<file path="config.mk">
export PLATFORM = sky130hd
export DESIGN_NAME = input_conditioner
export DESIGN_NICKNAME = d
export VERILOG_FILES = /design/src/rtl/input_conditioner.sv
export SDC_FILE = /design/constraint.sdc
export NUM_CORES = 1
export LEC_CHECK = 0
export ABC_AREA = 1
export BUFFER_PORTS_ARGS = -buffer_cell sky130_fd_sc_hd__buf_4
export CAP_MARGIN = 20
export CORE_MARGIN = 2
export CORE_UTILIZATION = 45
export DETAILED_ROUTE_END_ITERATION = 16
export GPL_ROUTABILITY_DRIVEN = 0
export PLACE_DENSITY = 0.74
export SLEW_MARGIN = 10
export SYNTH_ARGS = -nofsm -noshare
export SYNTH_HDL_FRONTEND = slang
export SYNTH_SLANG_ARGS = --single-unit
</file>
<file path="constraint.sdc">
create_clock -name Clk -period 2.5 [get_ports Clk]
set_input_delay 0.25 -clock Clk [delete_from_list [all_inputs] [get_ports Clk]]
set_output_delay 0.25 -clock Clk [all_outputs]
set_load 0.02 [all_outputs]
</file>
<file path="src/rtl/input_conditioner.sv">
// input_conditioner: synchronizes and debounces two pushbuttons and the switches, producing one-cycle command pulses.
// Ports: Clk/Reset (async, active-high); ClearA_LoadB_n, Execute_n, Switches raw async inputs; Busy from the multiplier;
// ClearA_LoadB_P and Execute_P single-cycle pulses; Exec_Pending deferred execute; Operand captured switches; Switches_S synced switches.
module input_conditioner #(
  parameter int DEBOUNCE_CYCLES = 16
) (
  input  logic       Clk,
  input  logic       Reset,
  input  logic       ClearA_LoadB_n,
  input  logic       Execute_n,
  input  logic [7:0] Switches,
  input  logic       Busy,
  output logic       ClearA_LoadB_P,
  output logic       Execute_P,
  output logic       Exec_Pending,
  output logic [7:0] Operand,
  output logic [7:0] Switches_S
);
  localparam int CW = $clog2(DEBOUNCE_CYCLES + 1);
  localparam logic [CW-1:0] LAST = CW'(DEBOUNCE_CYCLES - 1);
  localparam logic [CW-1:0] FULL = CW'(DEBOUNCE_CYCLES);
  typedef enum logic [1:0] {RELEASED, PRESS_CHK, PRESSED, RELEASE_CHK} db_state_e;
  logic [1:0] btn_m_q, btn_s_q, lvl, acc;
  logic [7:0] sw_m_q, sw_s_q, operand_q;
  logic       clr_p_q, exe_p_q, pend_q;
  logic       exe_p_d, pend_d;
  // bit 0 = ClearA_LoadB, bit 1 = Execute; buttons idle high
  always_ff @(posedge Clk or posedge Reset)
    if (Reset) begin
      btn_m_q <= 2'b11;
      btn_s_q <= 2'b11;
      sw_m_q  <= '0;
      sw_s_q  <= '0;
    end else begin
      btn_m_q <= {Execute_n, ClearA_LoadB_n};
      btn_s_q <= btn_m_q;
      sw_m_q  <= Switches;
      sw_s_q  <= sw_m_q;
    end
  assign lvl = ~btn_s_q;
  for (genvar b = 0; b < 2; b++) begin : g_db
    db_state_e     st_q;
    logic [CW-1:0] cnt_q;
    logic          acc_q;
    // acc_q marks the edge the FSM entered PRESSED; the output stage registers it once more
    always_ff @(posedge Clk or posedge Reset)
      if (Reset) begin
        st_q  <= RELEASED;
        cnt_q <= '0;
        acc_q <= 1'b0;
      end else begin
        acc_q <= 1'b0;
        case (st_q)
          RELEASED:
            if (lvl[b]) begin
              st_q  <= PRESS_CHK;
              cnt_q <= CW'(1);
            end
          PRESS_CHK:
            if (!lvl[b]) begin
              st_q  <= RELEASED;
              cnt_q <= '0;
            end else if (cnt_q == LAST) begin
              st_q  <= PRESSED;
              cnt_q <= '0;
              acc_q <= 1'b1;
            end else cnt_q <= (cnt_q == FULL) ? cnt_q : cnt_q + CW'(1);
          PRESSED:
            if (!lvl[b]) begin
              st_q  <= RELEASE_CHK;
              cnt_q <= CW'(1);
            end
          RELEASE_CHK:
            if (lvl[b]) begin
              st_q  <= PRESSED;
              cnt_q <= '0;
            end else if (cnt_q == LAST) begin
              st_q  <= RELEASED;
              cnt_q <= '0;
            end else cnt_q <= (cnt_q == FULL) ? cnt_q : cnt_q + CW'(1);
          default: begin
            st_q  <= RELEASED;
            cnt_q <= '0;
          end
        endcase
      end
    assign acc[b] = acc_q;
  end
  // a press while a request is already pending is dropped
  always_comb begin
    exe_p_d = ~Busy & (pend_q | acc[1]);
    pend_d  = pend_q ? Busy : (acc[1] & Busy);
  end
  always_ff @(posedge Clk or posedge Reset)
    if (Reset) begin
      clr_p_q   <= 1'b0;
      exe_p_q   <= 1'b0;
      pend_q    <= 1'b0;
      operand_q <= '0;
    end else begin
      clr_p_q   <= acc[0];
      exe_p_q   <= exe_p_d;
      pend_q    <= pend_d;
      operand_q <= acc[0] ? sw_s_q : operand_q;
    end
  assign ClearA_LoadB_P = clr_p_q;
  assign Execute_P      = exe_p_q;
  assign Exec_Pending   = pend_q;
  assign Operand        = operand_q;
  assign Switches_S     = sw_s_q;
endmodule

</file>
==> results of run 1 <==
metrics by stage:
| step | utilization (%) | setup WS (ns) |
|---|---|---|
| 2_1_floorplan | - | 1.14 |
| 5_1_grt | 58.4 | 0.911 |
| 4_1_cts | 58.4 | 1.06 |
| 3_5_place_dp | 55.6 | 1.08 |
| 6_report | 58.4 | 1.07 |
| 3_3_place_gp | 55.6 | 1.14 |
layer usage:
layer	wire, um	up-vias	part of all wire (%)	track usage [%]
met1	1210	602	38	16.3
met2	1790	23	57	30.1
met3	111	6	3.5	5.50
met4	55	0	1.7	7.91
met5	0	-	0	0
li1	-	578	-	-
power breakdown:
part | total, mW | internal (mW) | leakage (nW) | switching (mW)
logic | 0.0898 | 0.0357 | 0.450 | 0.0541
clock network | 0.523 | 0.293 | 0.0513 | 0.230
registers | 0.807 | 0.788 | 0.595 | 0.0189
worst max-delay path, delay by kind of cell (launching register included):
family,cells,cell delay [ns]
adders and majority gates,2,0.41
buffers and inverters,1,0.07
DFF,1,0.42
and+or+nand+nor,6,0.48
flip-flops by register name (all words and copies together) (netlist names), named ones only:
register / cells
ClearA_LoadB_P: 1
Exec_Pending: 1
Execute_P: 1
Operand: 8
Switches_S: 8
btn_m_q: 2
btn_s_q: 2
g_db.acc_q: 2
g_db.cnt_q: 10
g_db.st_q: 2
sw_m_q: 8
area by class of cell:
cell class | count | share of cell area (%)
Multi-Input combinational cell | 87 | 24.3
Inverter | 21 | 3.61
Tap cell | 48 | 2.75
Sequential cell | 47 | 54.0
Clock buffer | 6 | 3.32
Clock inverter | 1 | 1.37
Timing Repair Buffer | 31 | 10.6
placed cells by master, fill, tap and decap left out, types with 3 or more instances in the layout:
master    synthesis  final
a21oi_1           9      9
dfrtp_1          43     43
mux2_2            8      8
nor2_1           13     13
o21ai_0           7      7
ha_1              8      8
inv_1            19     18
nand3_1          11     11
clkbuf_8          0      5
nand2_1          20     20
inv_2             2      3
dfstp_2           4      4
buf_4             0     31
logic make-up (layout without fill, tap and decap cells):
family                   count (synthesis)  after routing  synth area share (%)
AND/OR/NAND/NOR                         50             50                  12.5
buffers and inverters                   22             59                  4.67
flip-flops                              47             47                  65.8
multiplexers                             8              8                  5.02
adder cells (fa/ha/maj)                  8              8                  5.58
XOR/XNOR                                 2              2                 0.976
AO/OA/AOI/OAI                           19             19                  5.50
worst max path at each step:
stage	endpoint	cells past startpoint
floorplan	ClearA_LoadB_P$_DFF_PP0_	1
global placement	g_db[1].cnt_q[2]$_DFFE_PP0P_	9
detailed placement	g_db[0].cnt_q[2]$_DFFE_PP0P_	7
CTS	g_db[1].cnt_q[2]$_DFFE_PP0P_	9
global route	g_db[1].cnt_q[2]$_DFFE_PP0P_	9
finish	g_db[1].cnt_q[2]$_DFFE_PP0P_	9
==> summary.txt, run 1 <==
Global routing
  – Initial antenna violation count: 0
  – Vias in the first global route: roughly 1300
  – Gr usage total: between 15 and 20%
  – Largest net degree at the start of global routing: 48
  – First-pass GRT wire length: 5.26 mm
  – Total global routing overflow: 0

Synthesis
  – Most common library cells after synthesis: dfrtp_1, nand2_1, inv_1
  – Post-synthesis sequential area ratio: approximately two thirds
  – Count leader, synth: dfrtp_1
  – Syn nets: 177
  – Yosys reg bits: between 40 and 50
  – EDFF count, synth: 0
  – Synth top area cells: dfrtp_1, dfstp_2, ha_1
  – Post-synth top area cell: dfrtp_1
  – Avg Inst Size Synth: 11.5 um2
  – Post-synthesis cell type count: 20
  – Top cell type's share of synthesized area: 59.9%
  – Top FF cell, synth: dfrtp_1
  – Syn Inst Count: between 150 and 200
  – Mapped Area: 1800 um2
  – Syn. warnings: 0
  – Post-synth ARST share: between 90% and 100%

Timing
  – Final-report setup violation count: 0
  – Final hold slack: 0.0576 ns
  – Skew final: 0.0103 ns
  – Final Cycle Share: ~57%
  – Post-route minimum period: 1.43 ns
  – Max-slew violations: 0
  – Unrepaired setup endpoints after global routing: no
  – Fmax: 699 MHz
  – Slew @ Worst Pin: 0.910 ns
  – Final hold viol count: 0
  – Relative slew margins: about two fifths
  – Setup TNS: 0 ns

Worst setup path
  – Critical path origin: g_db[1].cnt_q[0]$_DFFE_PP0P_
  – Cell Chain, Critical Path: ha_1 -> nand2_1 -> nor2_1 -> ha_1 -> inv_1 -> nand3_1 -> nor2_1 -> nor2_1 -> nor2_1
  – Slowest stage cell on the critical path: dfrtp_1
  – Crit path DAT: 1.67 ns
  – CP required: 2.74 ns
  – Reg2Reg Capture Point: g_db[1].cnt_q[2]$_DFFE_PP0P_
  – Worst setup SP type: flop
  – Crit end category: flop
  – CP Max Fanout: 4
  – Reg2Reg Setup Slack: 1.07 ns
  – Cell depth of the worst flop-to-flop path: 9
  – Worst path max stage delay: 0.42 ns
  – RR Startpoint: g_db[1].cnt_q[0]$_DFFE_PP0P_
  – Crit Path Class: flop to flop
  – Most frequent CP cell: nor2_1

Drt
  – ANT nets after route: 0
  – Initial DRC count: 41
  – Drt drc: 0
  – Vias post-DR: 1209
  – TritonRoute pass-1 iters: 4
  – Final wirelength: about 3.2 mm
  – DR vias/cell: 5.02
  – Mean routed wirelength per cell: 13.1 um

Clock tree
  – Clk slew on worst S/H paths: 0.08 ns
  – Post_cts resized: 0
  – Clock root cell: clkbuf_8
  – TritonCTS clock tree: yes
  – CTS Sinks: 47
  – Clk_lat worst skew: 0.30 ns
  – CTS Buffer Depth: 2
  – Htree depth: 2
  – CTS Hold Buffers Added: 0
  – Total CTS buffers: 5
  – Setup repair bufs after CTS: 0

Floorplan
  – Io pins: 32
  – Initial Utilization: ~48%
  – DIE HEIGHT: ~67 um
  – # rows: 22
  – Die ar.: 4510 um2
  – Core area: 3740 um2
  – Chip width: 67.2 um

Final layout
  – Fin cells: 241
  – # diodes: 0
  – Final nets: approximately 210
  – Synth-to-Final Area Change: 21.7%
  – Layout fillers: about 320
  – Fraction of layout cells with a size suffix above 1: 29.0%
  – Register area: 1180 um2
  – Post-route cell area: 2190 um2
  – Multi-input logic area: 531 um2

Min path
  – Hold Path End: sw_m_q[6]$_DFF_PP0_
  – Class of the worst hold path: primary input to flop
  – Hold path startpoint: Switches[6]
  – Hold Crit Depth: 1

Placed design
  – Placed cells: 234
  – Port bufs: 31
  – DP HPWL: 2.29 mm
  – Post-DP Area: 2080 um2

Pwr
  – Pwr/cell area: 650 nW/um2
  – Total power: 1.42 mW
  – VDD IR-drop max: ~0.00045 V
  – LEAKAGE: 1.10 nW

Job
  – Max-cap violations: 0

Outcome
  – Status: complete, no violations
(Power assumes the default switching activity.)
==> run 2: changes to the inputs <==
- clock period: 2.5 -> 1.5 ns (I/O delays scaled with it)
==> run 2 against run 1 <==
  * First-iteration DRC count rose by 22%
  * Die area did not move
  * Fmax rose by 1.3%
  * Critical path depth fell by 2
  * Wire length rose by 11%
  * Critical path type unchanged
  * Register-to-register slack got worse by 0.98 ns
  * Sequential share of layout area fell by 4.2 points
  * Core utilization rose by 4.9 points
  * Non-clock buffer count rose by 15
  * Sequential cell count did not move
  * Total power rose by 75%
==> summary.txt, run 2 (synthesis gave the netlist of run 1 again) <==
Final layout
  – Register area: 1180 um2
  – Synth-to-Final Area Change: 32.0%
  – Commonest non-fill, non-tap cell in the layout: dfrtp_1
  – Most frequent cells in the layout: dfrtp_1, buf_4, nand2_1
  – Final nets: 229
  – Multi-input logic area: 544 um2
  – Max reg flops: 10
  – Fin util: 63.3%
  – Layout fillers: 296
  – Largest Register: g_db.cnt_q
  – # diodes: 0
  – Fraction of layout cells with a size suffix above 1: 31.6%

Pwr
  – LEAKAGE: between 1 and 1.5 nW
  – VDD IR-drop max: 0.000874 V
  – Pwr/cell area: approximately 1000 nW/um2
  – Gate power share: 7.8%
  – Sequential Power Share: 54.1%
  – Switch share: 21.8%
  – Clock Power Share: 38.1%
  – Internal power: slightly below 2 mW
  – P_sw: 0.541 mW

Timing
  – Max-slew violations: 0
  – Final-report setup violation count: 0
  – Relative slew margins: 70.8%
  – Slew @ Worst Pin: around 0.44 ns
  – Unrepaired setup endpoints after global routing: no
  – Skew final: 0.0110 ns
  – Fmax: 708 MHz
  – Setup TNS: 0 ns
  – Final hold viol count: 0
  – Final Cycle Share: 94.2%
  – Post-route minimum period: 1.41 ns

Clock tree
  – Total CTS buffers: 5
  – TritonCTS clock tree: yes
  – Clock root cell: clkbuf_8
  – CTS Sinks: 47
  – CTS Buffer Depth: 2
  – Clk slew on worst S/H paths: 0.08 ns
  – Htree depth: 2
  – Clk_lat worst skew: 0.30 ns

Global routing
  – Total global routing overflow: 0
  – Vias in the first global route: 1277
  – Largest net degree at the start of global routing: 30
  – Gr usage total: roughly 18%
  – First-pass GRT wire length: roughly 5.6 mm
  – Initial antenna violation count: 0

Worst setup path
  – CP Max Fanout: 4
  – Crit end category: flop
  – Worst setup SP type: flop
  – Slowest stage cell on the critical path: dfrtp_1
  – Crit path DAT: 1.59 ns
  – CP delay by family, top: adder cells
  – CP required: 1.68 ns
  – Crit Path Class: flop to flop
  – Cell Chain, Critical Path: ha_1 -> nand2_2 -> nor2_2 -> ha_2 -> nand2_1 -> nand3_1 -> o21ai_0
  – Critical path buffers and inverters: 0
  – Worst path max stage delay: 0.42 ns

Floorplan
  – Die ar.: about 4500 um2
  – Chip width: 67.2 um
  – Core area: 3740 um2
  – DIE HEIGHT: 67.2 um
  – # rows: 22
  – Io pins: 32
  – Initial Utilization: 48.0%

Drt
  – TritonRoute pass-1 iters: 5
  – Final wirelength: 3.50 mm
  – ANT nets after route: 0
  – DR vias/cell: 4.85
  – Initial DRC count: 50
  – Vias post-DR: ~1200
  – Mean routed wirelength per cell: about 14 um
  – Drt drc: 0

Placed design
  – Port bufs: 31
  – DP HPWL: 2.27 mm

Min path
  – Class of the worst hold path: flop to flop

Outcome
  – Status: complete, no violations

Job
  – Max-cap violations: 0
## run 2: cell types whose count changed in the layout (fill, tap and decap cells not counted), sizes merged
cell / change
dlygate4sd3: +12
buf: +3
clkinv: +1
## run 2: power groups by stage
stage / combinational [mW] / sequential [mW] / clock (mW)
after detailed placement: 0.159 / 1.37 / 0
final: 0.195 / 1.34 / 0.947
after floorplan: 0.0760 / 1.38 / 0
after global routing: 0.218 / 1.35 / 1.03
after global placement: 0.153 / 1.37 / 0
after CTS: 0.184 / 1.34 / 0.959
## run 2: final timing paths
check	startpoint	to	slack, ns	depth (start not counted)
max	g_db[0].cnt_q[0]$_DFFE_PP0P_	g_db[0].cnt_q[4]$_DFFE_PP0P_	0.09	7
min	sw_m_q[2]$_DFF_PP0_	Switches_S[2]$_DFF_PP0_	0.35	0
max reg2reg	g_db[0].cnt_q[0]$_DFFE_PP0P_	g_db[0].cnt_q[4]$_DFFE_PP0P_	0.09	7
min reg2reg	sw_m_q[2]$_DFF_PP0_	Switches_S[2]$_DFF_PP0_	0.35	0
max in group asynchronous	Reset	btn_s_q[1]$_DFF_PP1_	0.51	4
min in group asynchronous	Reset	async pin	0.41	3
## run 2: layer usage
layer  part of all wire (%)  global-route usage, %
met3                    4.1                   6.17
met1                     40                   19.1
met5                      0                      0
met2                     55                   31.1
met4                    1.3                   7.40
## run 2: area by class of cell
class                           count  area share [%]
Sequential cell                    47            49.8
Multi-Input combinational cell     87            23.0
Timing Repair Buffer               46            16.4
Clock buffer                        6            3.48
Inverter                           21            3.33
Tap cell                           48            2.53
Clock inverter                      2            1.48
## run 2: metrics by stage
step | total power [mW] | std cells | setup slack (ns) | cell area [um2] | hold WS (ns)
floorplan | 1.45 | 156 | 0.182 | 1800 | 0.154
CTS | 2.49 | 255 | 0.0242 | 2340 | 0.354
detailed placement | 1.53 | 235 | 0.0594 | 2100 | 0.183
finish | 2.49 | 257 | 0.0870 | 2370 | 0.354
global route | 2.59 | 257 | 0.00300 | 2370 | 0.360
global placement | 1.52 | 235 | 0.131 | 2100 | 0.180
## run 2: repair_timing
item                                    CTS  global route
buffers inserted                          0             2
gates resized for setup                   0             5
hold buffers                             12             0
endpoints found under the hold margin    29             0
endpoints found under the setup margin    0             6
